File: src/rtl/uart_rx_pkg.sv
// Shared definitions for the UART receiver: FSM state encodings and parameter defaults.
package uart_rx_pkg;

  typedef enum logic [2:0] {
    IDLE  = 3'd0,
    START = 3'd1,
    DATA  = 3'd2,
    STOP  = 3'd3,
    BREAK = 3'd4
  } rxState_t;

  localparam int CLK_HZ_DEFAULT = 50_000_000;
  localparam int OVS_DEFAULT    = 16;

endpackage

File: src/rtl/uart_rx_baud_tick_gen.sv
// Oversample tick generator: one-clk tick every TICK_COUNT clocks, realigned by clear.
module baud_tick_gen #(
  parameter int TICK_COUNT = 325
) (
  input  logic clk,
  input  logic rst,
  input  logic clear,
  output logic tick
);

  localparam int CW = (TICK_COUNT > 1) ? $clog2(TICK_COUNT) : 1;
  localparam logic [CW-1:0] RELOAD = CW'(TICK_COUNT - 1);

  logic [CW-1:0] divCnt;

  // Down-counter; terminal count at zero produces the tick and reloads.
  always_ff @(posedge clk or posedge rst) begin
    if (rst) begin
      divCnt <= '0;
      tick   <= 1'b0;
    end else if (clear) begin
      divCnt <= RELOAD;
      tick   <= 1'b0;
    end else if (divCnt == '0) begin
      divCnt <= RELOAD;
      tick   <= 1'b1;
    end else begin
      divCnt <= divCnt - 1'b1;
      tick   <= 1'b0;
    end
  end

endmodule

File: src/rtl/uart_rx.sv
// 8N1 UART receiver with oversampled mid-bit sampling, frame-error/break handling
// and overrun reporting toward a downstream FIFO.
//
// state | meaning
// IDLE  | line idle, waiting for a falling edge
// START | qualifying the start bit at its midpoint
// DATA  | sampling 8 data bits, LSB first
// STOP  | sampling the stop bit, deciding write/overrun/frame error
// BREAK | line stuck low after a frame error, waiting for it to go high
module uart_rx
  import uart_rx_pkg::*;
#(
  parameter int CLK_HZ     = CLK_HZ_DEFAULT,
  parameter int BAUD_RATE  = 9600,
  parameter int OVS        = OVS_DEFAULT,
  parameter int TICK_COUNT = CLK_HZ / (BAUD_RATE * OVS)
) (
  input  logic       clk,
  input  logic       rst,
  input  logic       rxData,
  input  logic       full,
  output logic       wrEn,
  output logic [7:0] din,
  output logic       frameErr,
  output logic       overrun,
  output logic       busy
);

  localparam int TW = (OVS > 1) ? $clog2(OVS) : 1;
  localparam logic [TW-1:0] MID_TICK  = TW'(OVS / 2 - 1);
  localparam logic [TW-1:0] LAST_TICK = TW'(OVS - 1);

  rxState_t      state;
  logic          rxMeta, rxSync, rxPrev;
  logic          tick;
  logic          fallEdge;
  logic          startEdge;
  logic [TW-1:0] tickCnt;
  logic [2:0]    bitCnt;
  logic [7:0]    shiftReg;

  always_ff @(posedge clk or posedge rst) begin
    if (rst) begin
      rxMeta <= 1'b1;
      rxSync <= 1'b1;
      rxPrev <= 1'b1;
    end else begin
      rxMeta <= rxData;
      rxSync <= rxMeta;
      rxPrev <= rxSync;
    end
  end

  assign fallEdge  = rxPrev & ~rxSync;
  assign startEdge = (state == IDLE) & fallEdge;
  assign busy      = (state != IDLE);

  baud_tick_gen #(
    .TICK_COUNT(TICK_COUNT)
  ) uTickGen (
    .clk  (clk),
    .rst  (rst),
    .clear(startEdge),
    .tick (tick)
  );

  always_ff @(posedge clk or posedge rst) begin
    if (rst) begin
      state    <= IDLE;
      tickCnt  <= '0;
      bitCnt   <= '0;
      shiftReg <= '0;
      din      <= '0;
      wrEn     <= 1'b0;
      frameErr <= 1'b0;
      overrun  <= 1'b0;
    end else begin
      wrEn     <= 1'b0;
      frameErr <= 1'b0;
      overrun  <= 1'b0;
      case (state)
        IDLE: begin
          if (fallEdge) begin
            state   <= START;
            tickCnt <= '0;
          end
        end
        START: begin
          if (tick) begin
            if (tickCnt == MID_TICK) begin
              tickCnt <= '0;
              bitCnt  <= '0;
              state   <= rxSync ? IDLE : DATA;
            end else begin
              tickCnt <= tickCnt + 1'b1;
            end
          end
        end
        DATA: begin
          if (tick) begin
            if (tickCnt == LAST_TICK) begin
              tickCnt  <= '0;
              shiftReg <= {rxSync, shiftReg[7:1]};
              bitCnt   <= bitCnt + 1'b1;
              if (bitCnt == 3'd7) state <= STOP;
            end else begin
              tickCnt <= tickCnt + 1'b1;
            end
          end
        end
        STOP: begin
          if (tick) begin
            if (tickCnt == LAST_TICK) begin
              tickCnt <= '0;
              if (rxSync) begin
                // full only matters here; a full FIFO drops the good byte
                if (full) begin
                  overrun <= 1'b1;
                end else begin
                  wrEn <= 1'b1;
                  din  <= shiftReg;
                end
                state <= IDLE;
              end else begin
                frameErr <= 1'b1;
                state    <= BREAK;
              end
            end else begin
              tickCnt <= tickCnt + 1'b1;
            end
          end
        end
        BREAK: begin
          if (rxSync) state <= IDLE;
        end
        default: state <= IDLE;
      endcase
    end
  end

endmodule

File: config.mk
export PLATFORM = sky130hd
export DESIGN_NAME = uart_rx
export DESIGN_NICKNAME = d
export VERILOG_FILES = /design/src/rtl/uart_rx_pkg.sv /design/src/rtl/uart_rx_baud_tick_gen.sv /design/src/rtl/uart_rx.sv
export SDC_FILE = /design/constraint.sdc
export NUM_CORES = 1
export LEC_CHECK = 0
export BUFFER_PORTS_ARGS = -buffer_cell sky130_fd_sc_hd__buf_2
export CORE_MARGIN = 2
export CORE_UTILIZATION = 35
export CTS_BUF_LIST = sky130_fd_sc_hd__clkbuf_4
export CTS_CLUSTER_SIZE = 12
export DETAILED_ROUTE_END_ITERATION = 8
export GPL_TIMING_DRIVEN = 0
export SETUP_SLACK_MARGIN = 0.02
export SLEW_MARGIN = 40
export SYNTH_ARGS = -nofsm -noshare
export SYNTH_HDL_FRONTEND = slang
export SYNTH_SLANG_ARGS = --single-unit
File: constraint.sdc
create_clock -name clk -period 4.4 [get_ports clk]
set_input_delay 0.22 -clock clk [delete_from_list [all_inputs] [get_ports clk]]
set_output_delay 0.22 -clock clk [all_outputs]
set_load 0.1 [all_outputs]
==> impl_metrics.csv, run 1 <==
group,metric,value,unit
status,status,"complete, no violations",
cts,cts_tree,"built",
timing,max_slew.worst_pin.slew,686,ps
synth,yosysWarnings,0,
worst_setup_path,worstRegToRegCells,6,
place,port_buffers,15,
synth,synthCells,158,
power,p_leak,0.990,nW
layout,final_area,2080,um2
layout,final_core_util,0.409,
place,place_congestion,0.683,
routing,routed_wl,2.90,mm
routing,drc,0,
layout,fin_nets,190,
timing,skew,16.4,ps
floorplanning,fp.dieW,76.5,um
cts,ctsLongestPathBuffers,2,
synth,netlist_area,1840,um2
layout,diodes,0,
worst_setup_path,reg2reg_slack,2060,ps
timing,rsz0062_at_grt,"no",
synth,ys_async_sr_fraction,1.00,
worst_setup_path,critPathKind,"flip-flop to flip-flop",
routing,wl_per_cell,11.5,um
worst_setup_path,path_buf_inv,1,
worst_setup_path,crit_cells,6,
global_route,antenna_found_initial,0,
synth,synth-seq-cells,42,
floorplanning,die_y,76.5,um
timing,slew_violations,0,
worst_setup_path,critPathLaunch,"tickCnt[0]",
routing,routed.top_layer,"met4",
worst_setup_path,startpoint_type,"flip-flop",
routing,routed-wl-met3,74,um
synth,syn-num-nets,166,
floorplanning,die_area,5850,um2
cts,htree_levels,2,
worst_setup_path,setup.worst_path.end,"din[2]",
global_route,grt_pass1_vias,1181,
timing,setup_tns,0,ps
cts,post_cts_buffers,0,
min_path,min_path_type,"input port to flip-flop",
routing,wl_met1,1.38,mm
timing,period_minus_slack,2340,ps
cts,cts_root_buffer,"clkbuf_4",
worst_setup_path,r2r_end,"din[2]",
floorplanning,io_pins,16,
worst_setup_path,end_kind,"flip-flop",
synth,synth-edff-count,0,
global_route,grt_pass1_wl,5.24,mm
global_route,grt_max_degree,43,
synth,synth_top_area_share,0.531,
layout,drive_above_1_share,0.268,
routing,viasPerCell,4.77,
layout,area_delta_synth_final,13.0,%
cts,clock_latency,350,ps
synth,synth_area_per_cell,11.6,um2
power,vdd_drop_max,0.257,mV
worst_setup_path,r2r_start,"tickCnt[0]",
layout,fillers,507,
timing,setup_viol,0,
routing,via_count,1208,
global_route,grt_overflow,0,
cts,numCtsBuffers,5,
worst_setup_path,critical_path_peak_fanout,8,
synth,synth_cell_types,40,
routing,final_antenna_net_count,0,
cts,clk_pin_slew,130,ps
timing,hold_viol,0,
synth,yosysMostFrequentCell,"dfrtp_1",
power,p_total,928,uW
flow_run,maxCapViolations,0,
worst_setup_path,path_cells,"ha_1 > nand3_1 > or4_1 > buf_2 > nor3_4 > mux2_2",
place,dpl_cell_area,2000,um2
synth,synth_top_cell_by_area,"dfrtp_1",
timing,post-route-period-util,0.532,
worst_setup_path,slowest_delay,440,ps
synth,ys_seq_area_frac,0.574,
worst_setup_path,cp_top_family,"simple AND/OR/NAND/NOR gates",
floorplanning,initial_core_util,0.362,
routing,dr.pass1.iters,4,
synth,synthTopCellsByArea,"dfrtp_1 (53%), mux2_2 (9.8%), dfstp_2 (4.3%), nor2_1 (2.9%), ha_1 (2.7%)",
global_route,grt_usage,0.113,
timing,max_slew_margin,0.540,
routing,met2WireLength,1.40,mm
place,dpl.hpwl,1.98,mm
routing,first_iter_violations,54,
worst_setup_path,arrival,2580,ps
timing,hold_ws,86.6,ps
cts,cts_sinks,42,
worst_setup_path,worstPathRequired,4640,ps
synth,synth_ff_type,"dfrtp_1",
timing,fmax,427,MHz
power,power_density,447,nW/um2
synth,synth_common_cells,"dfrtp_1 (39), mux2_2 (16), nor2_1 (14), nand2_1 (11), inv_1 (10)",
worst_setup_path,crit_slowest_cell,"or4_1",
floorplanning,coreArea,5070,um2
floorplanning,rows,26,
layout by cell type, fill, tap and decap left out, types with 4 or more instances in the layout:
cell / n
a21oi_1: 4
xnor2_1: 4
nand2_1: 11
nand3_1: 7
o21ai_0: 6
mux2_2: 16
clkbuf_4: 5
buf_2: 16
nor3_1: 6
nor2_1: 14
dfrtp_1: 39
inv_1: 9
ha_1: 4
cell families after synthesis:
logic type	share of synthesized area
buf+inv	0.0313
flops	0.574
fa+ha+maj	0.0272
xor+xnor	0.0286
simple gates	0.165
compound gates	0.0708
mux	0.103
metal layers:
layer | vias up | track usage
li1 | 603 | -
met1 | 589 | 0.141
met2 | 11 | 0.181
met3 | 5 | 0.0355
met4 | 0 | 0.0491
met5 | - | 0
worst min path at each step:
stage | start | endpoint | cells past startpoint | slack (ps)
2_1_floorplan | rxData | rxMeta | 0 | 220
3_3_place_gp | rxData | rxMeta | 1 | 330
3_5_place_dp | rst | uTickGen.divCnt[6] | 2 | 300
4_1_cts | full | wrEn | 2 | 70
5_1_grt | full | wrEn | 2 | 80
6_report | full | wrEn | 2 | 90
through the flow:
| step | instances | setup slack [ps] |
|---|---|---|
| after floorplan | 158 | 2350 |
| after global placement | 243 | 2050 |
| after detailed placement | 243 | 2080 |
| after CTS | 253 | 2040 |
| after global routing | 253 | 1940 |
| final | 253 | 2060 |
what timing repair did:
action | CTS | global route
gates resized for setup | 0 | 0
hold endpoints to repair | 40 | 0
hold buffers | 2 | 0
registers in the layout, indices dropped and copies added (netlist names), 3 cells and up:
name             flops
state                3
bitCnt               3
din                  8
tickCnt              4
uTickGen.divCnt      9
shiftReg             8
power breakdown:
group          leakage [nW]  switching [mW]  internal (mW)
clock                0.0286           0.122         0.0595
sequential            0.553          0.0451          0.443
combinational         0.409           0.157          0.101
cell type report:
type | count | area (um2) | area share
Sequential cell | 42 | 1050 | 0.508
Clock inverter | 3 | 16.3 | 0.00783
Multi-Input combinational cell | 102 | 726 | 0.349
Inverter | 10 | 40.0 | 0.0193
Clock buffer | 5 | 37.5 | 0.0181
Timing Repair Buffer | 17 | 95.1 | 0.0458
Buffer | 4 | 20.0 | 0.00964
Tap cell | 70 | 87.6 | 0.0422
Power figures use the tool's default switching activity.
==> run 2, diff against run 1 <==
==> constraint.sdc (replaced) <==
create_clock -name clk -period 2.4 [get_ports clk]
set_input_delay 0.12 -clock clk [delete_from_list [all_inputs] [get_ports clk]]
set_output_delay 0.12 -clock clk [all_outputs]
set_load 0.1 [all_outputs]
==> run 2 against run 1 <==
Net effect: fmax is 2.9% higher; largest power group unchanged; register-to-register slack worse by 1900 ps; sequential power is 83% higher; critical path depth is 1 higher; clock skew is 0.73 ps lower; sequential share of layout area is 0.72 points lower; global-route usage is 0.10 points higher; critical endpoint unchanged; total power is 83% higher.
==> impl_metrics.csv, run 2 (same netlist as run 1, synthesis figures left out) <==
group,metric,value,unit
status,status,"complete, no violations",
global_route,grt_pass1_wl,5.28,mm
place,dp.cells,243,
cts,clock_latency,350,ps
worst_setup_path,crit_slowest_cell,"or4_1",
layout,area_delta_synth_final,14.6,%
layout,largest-register,"uTickGen.divCnt",
power,p_clk_frac,0.196,
place,port_buffers,15,
global_route,grt_use_met2,0.182,
floorplanning,fp.dieW,76.5,um
cts,cts_root_buffer,"clkbuf_4",
layout,final_cell_mix,"dfrtp_1 (39), mux2_2 (16), buf_2 (16)",
power,swShare,0.349,
min_path,min_path_type,"input port to async pin",
floorplanning,die_area,5850,um2
layout,diodes,0,
timing,skew,15.6,ps
power,switchingPower,595,uW
timing,post-route-period-util,0.948,
layout,largest_reg_flops,9,
timing,setup_tns,0,ps
layout,final_core_util,0.415,
worst_setup_path,r2r_end,"din[2]",
cts,numCtsBuffers,5,
global_route,antenna_found_initial,0,
power,p_int,1.11,mW
global_route,grt_pass1_vias,1185,
layout,final_common_cell,"dfrtp_1",
layout,biggestRegsByFlops,"uTickGen.divCnt (9), din (8), shiftReg (8)",
worst_setup_path,critical_path_peak_fanout,8,
layout,drive_above_1_share,0.270,
timing,max_slew.worst_pin.slew,682,ps
cts,cts_tree,"built",
global_route,busiest_layer,"met2",
worst_setup_path,reg2reg_slack,120,ps
routing,routed_wl,2.89,mm
layout,instances_no_fill,255,
worst_setup_path,slowest_delay,440,ps
timing,hold_viol,0,
cts,cts_sinks,42,
worst_setup_path,end_kind,"flip-flop",
layout,fillers,501,
place,dpl.hpwl,1.98,mm
power,vdd_drop_max,0.472,mV
worst_setup_path,worstRegToRegCells,7,
power,power_density,808,nW/um2
global_route,grt_use_met3,0.0355,
floorplanning,die_y,76.5,um
global_route,grt_usage,0.114,
power,p_leak,1.00,nW
layout,ff_latch_area,1050,um2
timing,fin_ws,125,ps
floorplanning,io_pins,16,
flow_run,maxCapViolations,0,
cts,ctsLongestPathBuffers,2,
worst_setup_path,path_cells,"ha_1 > nand3_1 > or4_1 > buf_2 > nor3_4 > buf_12 > mux2_2",
timing,max_slew_margin,0.543,
routing,first_iter_violations,57,
floorplanning,rows,26,
global_route,grt_max_degree,43,
floorplanning,initial_core_util,0.362,
timing,rsz0062_at_grt,"no",
place,place_congestion,0.683,
worst_setup_path,worstPathRequired,2640,ps
power,p_total,1.70,mW
routing,drc,0,
floorplanning,coreArea,5070,um2
layout,multi_input_area,726,um2
global_route,grt_overflow,0,
routing,via_count,1209,
timing,period_minus_slack,2280,ps
cts,cts_resized,0,
cts,clk_pin_slew,130,ps
timing,slew_violations,0,
routing,viasPerCell,4.74,
cts,htree_levels,2,
worst_setup_path,startpoint_type,"flip-flop",
power,p_seq_frac,0.526,
worst_setup_path,critPathKind,"flip-flop to flip-flop",
timing,fmax,440,MHz
power,pwr-share-comb,0.279,
routing,final_antenna_net_count,0,
worst_setup_path,arrival,2510,ps
layout,fin_nets,192,
global_route,grtUsageMet1,0.142,
place,pre_cts_ws,79.8,ps
worst_setup_path,r2r_start,"tickCnt[0]",
routing,wl_per_cell,11.3,um
timing,setup_viol,0,
routing,dr.pass1.iters,4,
-- run 2: cell count changes in the layout (fill, tap and decap cells not counted), sizes merged --
cell | before | now
buf | 17 | 18
dlygate4sd3 | 2 | 3
-- run 2: power by group through the flow --
stage	registers [mW]	logic [mW]	clock network, mW
floorplan	0.890	0.405	0
CTS	0.894	0.484	0.356
finish	0.895	0.474	0.333
global route	0.912	0.547	0.380
detailed placement	0.905	0.481	0
global placement	0.907	0.471	0
-- run 2: cell type report --
| class | count | share of cell area |
|---|---|---|
| plain buffers | 4 | 0.00950 |
| clock buffers | 5 | 0.0178 |
| clock inverters | 3 | 0.00772 |
| inverters | 10 | 0.0190 |
| multi-input cells | 102 | 0.344 |
| flip-flops and latches | 42 | 0.501 |
| well taps | 70 | 0.0416 |
| repair buffers | 19 | 0.0594 |
-- run 2: metal layers --
| metal | share of wire | vias up |
|---|---|---|
| met4 | 0.018 | 0 |
| met1 | 0.49 | 588 |
| met2 | 0.47 | 10 |
| li1 | - | 605 |
| met3 | 0.021 | 6 |
| met5 | 0 | - |
-- run 2: how the worst max path moves through the flow --
stage,startpoint,endpoint
floorplan,tickCnt[0],din[0]
global placement,tickCnt[0],din[7]
detailed placement,tickCnt[0],din[3]
CTS,tickCnt[0],din[2]
global route,tickCnt[0],din[2]
finish,tickCnt[0],din[2]
-- run 2: stage by stage --
| step | hold WS [ps] | area, um2 |
|---|---|---|
| 4_1_cts | 348 | 2090 |
| 5_1_grt | 354 | 2110 |
| 3_5_place_dp | 203 | 2000 |
| 6_report | 346 | 2110 |
| 2_1_floorplan | 124 | 1840 |
| 3_3_place_gp | 226 | 2000 |
-- run 2: critical path, delay by kind of cell (launching register included) --
kind | cells | cell delay, ps
simple gates | 3 | 850
flops | 1 | 410
buf+inv | 2 | 320
mux | 1 | 320
fa+ha+maj | 1 | 260
-- run 2: what timing repair did --
item / CTS / global route
endpoints found under the setup margin: 0 / 8
hold endpoints to repair: 41 / 0
buffers inserted: 0 / 1
hold buffers: 3 / 0
==> run 3, diff against run 2 <==
--- a/config.mk
+++ b/config.mk
@@ -12,6 +12,7 @@
 export CTS_CLUSTER_SIZE = 12
 export DETAILED_ROUTE_END_ITERATION = 8
 export GPL_TIMING_DRIVEN = 0
+export PLACE_DENSITY_LB_ADDON = 0.1
 export SETUP_SLACK_MARGIN = 0.02
 export SLEW_MARGIN = 40
 export SYNTH_ARGS = -nofsm -noshare
==> run 3 against run 2 <==
Net effect: critical path depth unchanged; sequential cell count unchanged; via count up 0.91%; cell area up 1.5%; clock-buffer cell count unchanged; global-route usage up 0.63 points; combinational power up 2%; clock skew down 5.3 ps; die area unchanged; non-clock buffer count unchanged; critical path type unchanged; total power up 7.4%.
==> impl_metrics.csv, run 3 (same netlist as run 1, synthesis figures left out) <==
group,metric,value,unit
status,status,"complete, no violations",
timing,hold_viol,0,
power,p_leak,1.02,nW
layout,largest_reg_flops,9,
timing,max_slew.worst_pin.slew,740,ps
cts,clock_latency,350,ps
floorplanning,io_pins,16,
routing,routed_wl,3.22,mm
routing,final_antenna_net_count,0,
routing,dr.pass1.iters,4,
worst_setup_path,path_buf_inv,2,
floorplanning,die_area,5850,um2
layout,final_core_util,0.421,
worst_setup_path,r2r_start,"tickCnt[0]",
cts,cts_root_buffer,"clkbuf_4",
worst_setup_path,cp_top_family,"simple AND/OR/NAND/NOR gates",
cts,numCtsBuffers,5,
layout,drive_above_1_share,0.286,
timing,slew_violations,0,
cts,clk_pin_slew,130,ps
layout,area_delta_synth_final,16.3,%
layout,final_cell_mix,"dfrtp_1 (39), mux2_2 (16), buf_2 (16)",
worst_setup_path,end_kind,"flip-flop",
worst_setup_path,critical_path_peak_fanout,8,
global_route,antenna_found_initial,0,
min_path,min_path_type,"input port to async pin",
power,swShare,0.335,
power,switchingPower,613,uW
floorplanning,rows,26,
worst_setup_path,path_cells,"ha_2 > nand3_2 > or4_1 > buf_2 > nor3_4 > buf_12 > mux2_2",
layout,biggestRegsByFlops,"uTickGen.divCnt (9), din (8), shiftReg (8)",
power,p_seq_frac,0.491,
worst_setup_path,crit_slowest_cell,"or4_1",
place,place_congestion,0.705,
cts,cts_tree,"built",
layout,diodes,0,
worst_setup_path,worstRegToRegCells,7,
worst_setup_path,arrival,2470,ps
power,vdd_drop_max,0.581,mV
floorplanning,coreArea,5070,um2
flow_run,maxCapViolations,0,
floorplanning,initial_core_util,0.362,
global_route,grt_pass1_wl,5.58,mm
power,power_density,855,nW/um2
worst_setup_path,r2r_end,"din[2]",
global_route,grt_pass1_vias,1201,
worst_setup_path,critPathKind,"flip-flop to flip-flop",
timing,max_slew_margin,0.504,
routing,first_iter_violations,58,
timing,setup_tns,0,ps
timing,rsz0062_at_grt,"no",
worst_setup_path,startpoint_type,"flip-flop",
layout,final_common_cell,"dfrtp_1",
timing,post-route-period-util,0.928,
floorplanning,die_y,76.5,um
layout,largest-register,"uTickGen.divCnt",
power,p_clk_frac,0.244,
timing,setup_viol,0,
timing,skew,10.4,ps
routing,via_count,1220,
routing,drc,0,
cts,htree_levels,2,
power,p_int,1.22,mW
cts,cts_sinks,42,
worst_setup_path,worstPathRequired,2640,ps
floorplanning,fp.dieW,76.5,um
timing,period_minus_slack,2230,ps
global_route,grt_max_degree,43,
routing,viasPerCell,4.78,
worst_setup_path,slowest_delay,440,ps
power,pwr-share-comb,0.265,
global_route,grt_overflow,0,
worst_setup_path,reg2reg_slack,170,ps
place,port_buffers,15,
routing,wl_per_cell,12.6,um
place,dpl.hpwl,2.16,mm
global_route,grt_usage,0.120,
cts,ctsLongestPathBuffers,2,
layout,fin_nets,192,
timing,fmax,449,MHz
layout,fillers,523,
## run 3: per-stage QoR
step | cells | area, um2 | power (mW) | setup WS (ps) | hold WS, ps
final | 255 | 2140 | 1.83 | 173 | 331
after global routing | 255 | 2140 | 1.96 | 49.0 | 374
after CTS | 255 | 2130 | 1.85 | 101 | 357
after detailed placement | 243 | 2000 | 1.39 | 28.3 | 211
after global placement | 243 | 2000 | 1.37 | 87.7 | 227
after floorplan | 158 | 1840 | 1.30 | 345 | 124
## run 3: worst max-delay path by stage
stage                          start      to  cells after the start
after floorplan           tickCnt[0]  din[0]                      6
after global placement    tickCnt[0]  din[4]                      6
after detailed placement  tickCnt[0]  din[4]                      6
after CTS                 tickCnt[0]  din[4]                      7
after global routing      tickCnt[0]  din[2]                      7
final                     tickCnt[0]  din[2]                      7
## run 3: final cells by class
type                       count  area [um2]  area share
sequential                    42        1050       0.493
multi-input combinational    102         733       0.343
clock inverter                 3        40.0      0.0187
timing repair buffer          19         125      0.0585
inverter                      10        40.0      0.0187
tap                           70        87.6      0.0410
buffer                         4        20.0     0.00936
clock buffer                   5        37.5      0.0176
## run 3: repair_timing
item,CTS,global route
gates resized for setup,0,2
buffers inserted,1,0
pin swaps,1,0
hold buffers,3,0
hold endpoints to repair,41,0
setup endpoints to repair,8,8
## run 3: layer usage
metal	up-vias	wire length [um]	global-route usage	part of all wire
met1	592	1500	0.159	0.47
met3	7	120	0.0332	0.037
met4	0	59	0.0545	0.018
met5	-	0	0	0
li1	604	-	-	-
met2	17	1540	0.184	0.48
## run 3: power by group through the flow
stage          Combinational (mW)  Clock (mW)  Sequential [mW]
2_1_floorplan               0.405           0            0.890
3_3_place_gp                0.470           0            0.904
3_5_place_dp                0.483           0            0.909
4_1_cts                     0.489       0.462            0.896
5_1_grt                     0.550       0.499            0.915
6_report                    0.484       0.445            0.898
## run 3: worst reg2reg max path, stage by stage (launching register included)
cell	delay [ps]
dfrtp_1	420
ha_2	250
nand3_2	150
or4_1	440
buf_2	180
nor3_4	200
buf_12	150
mux2_2	330
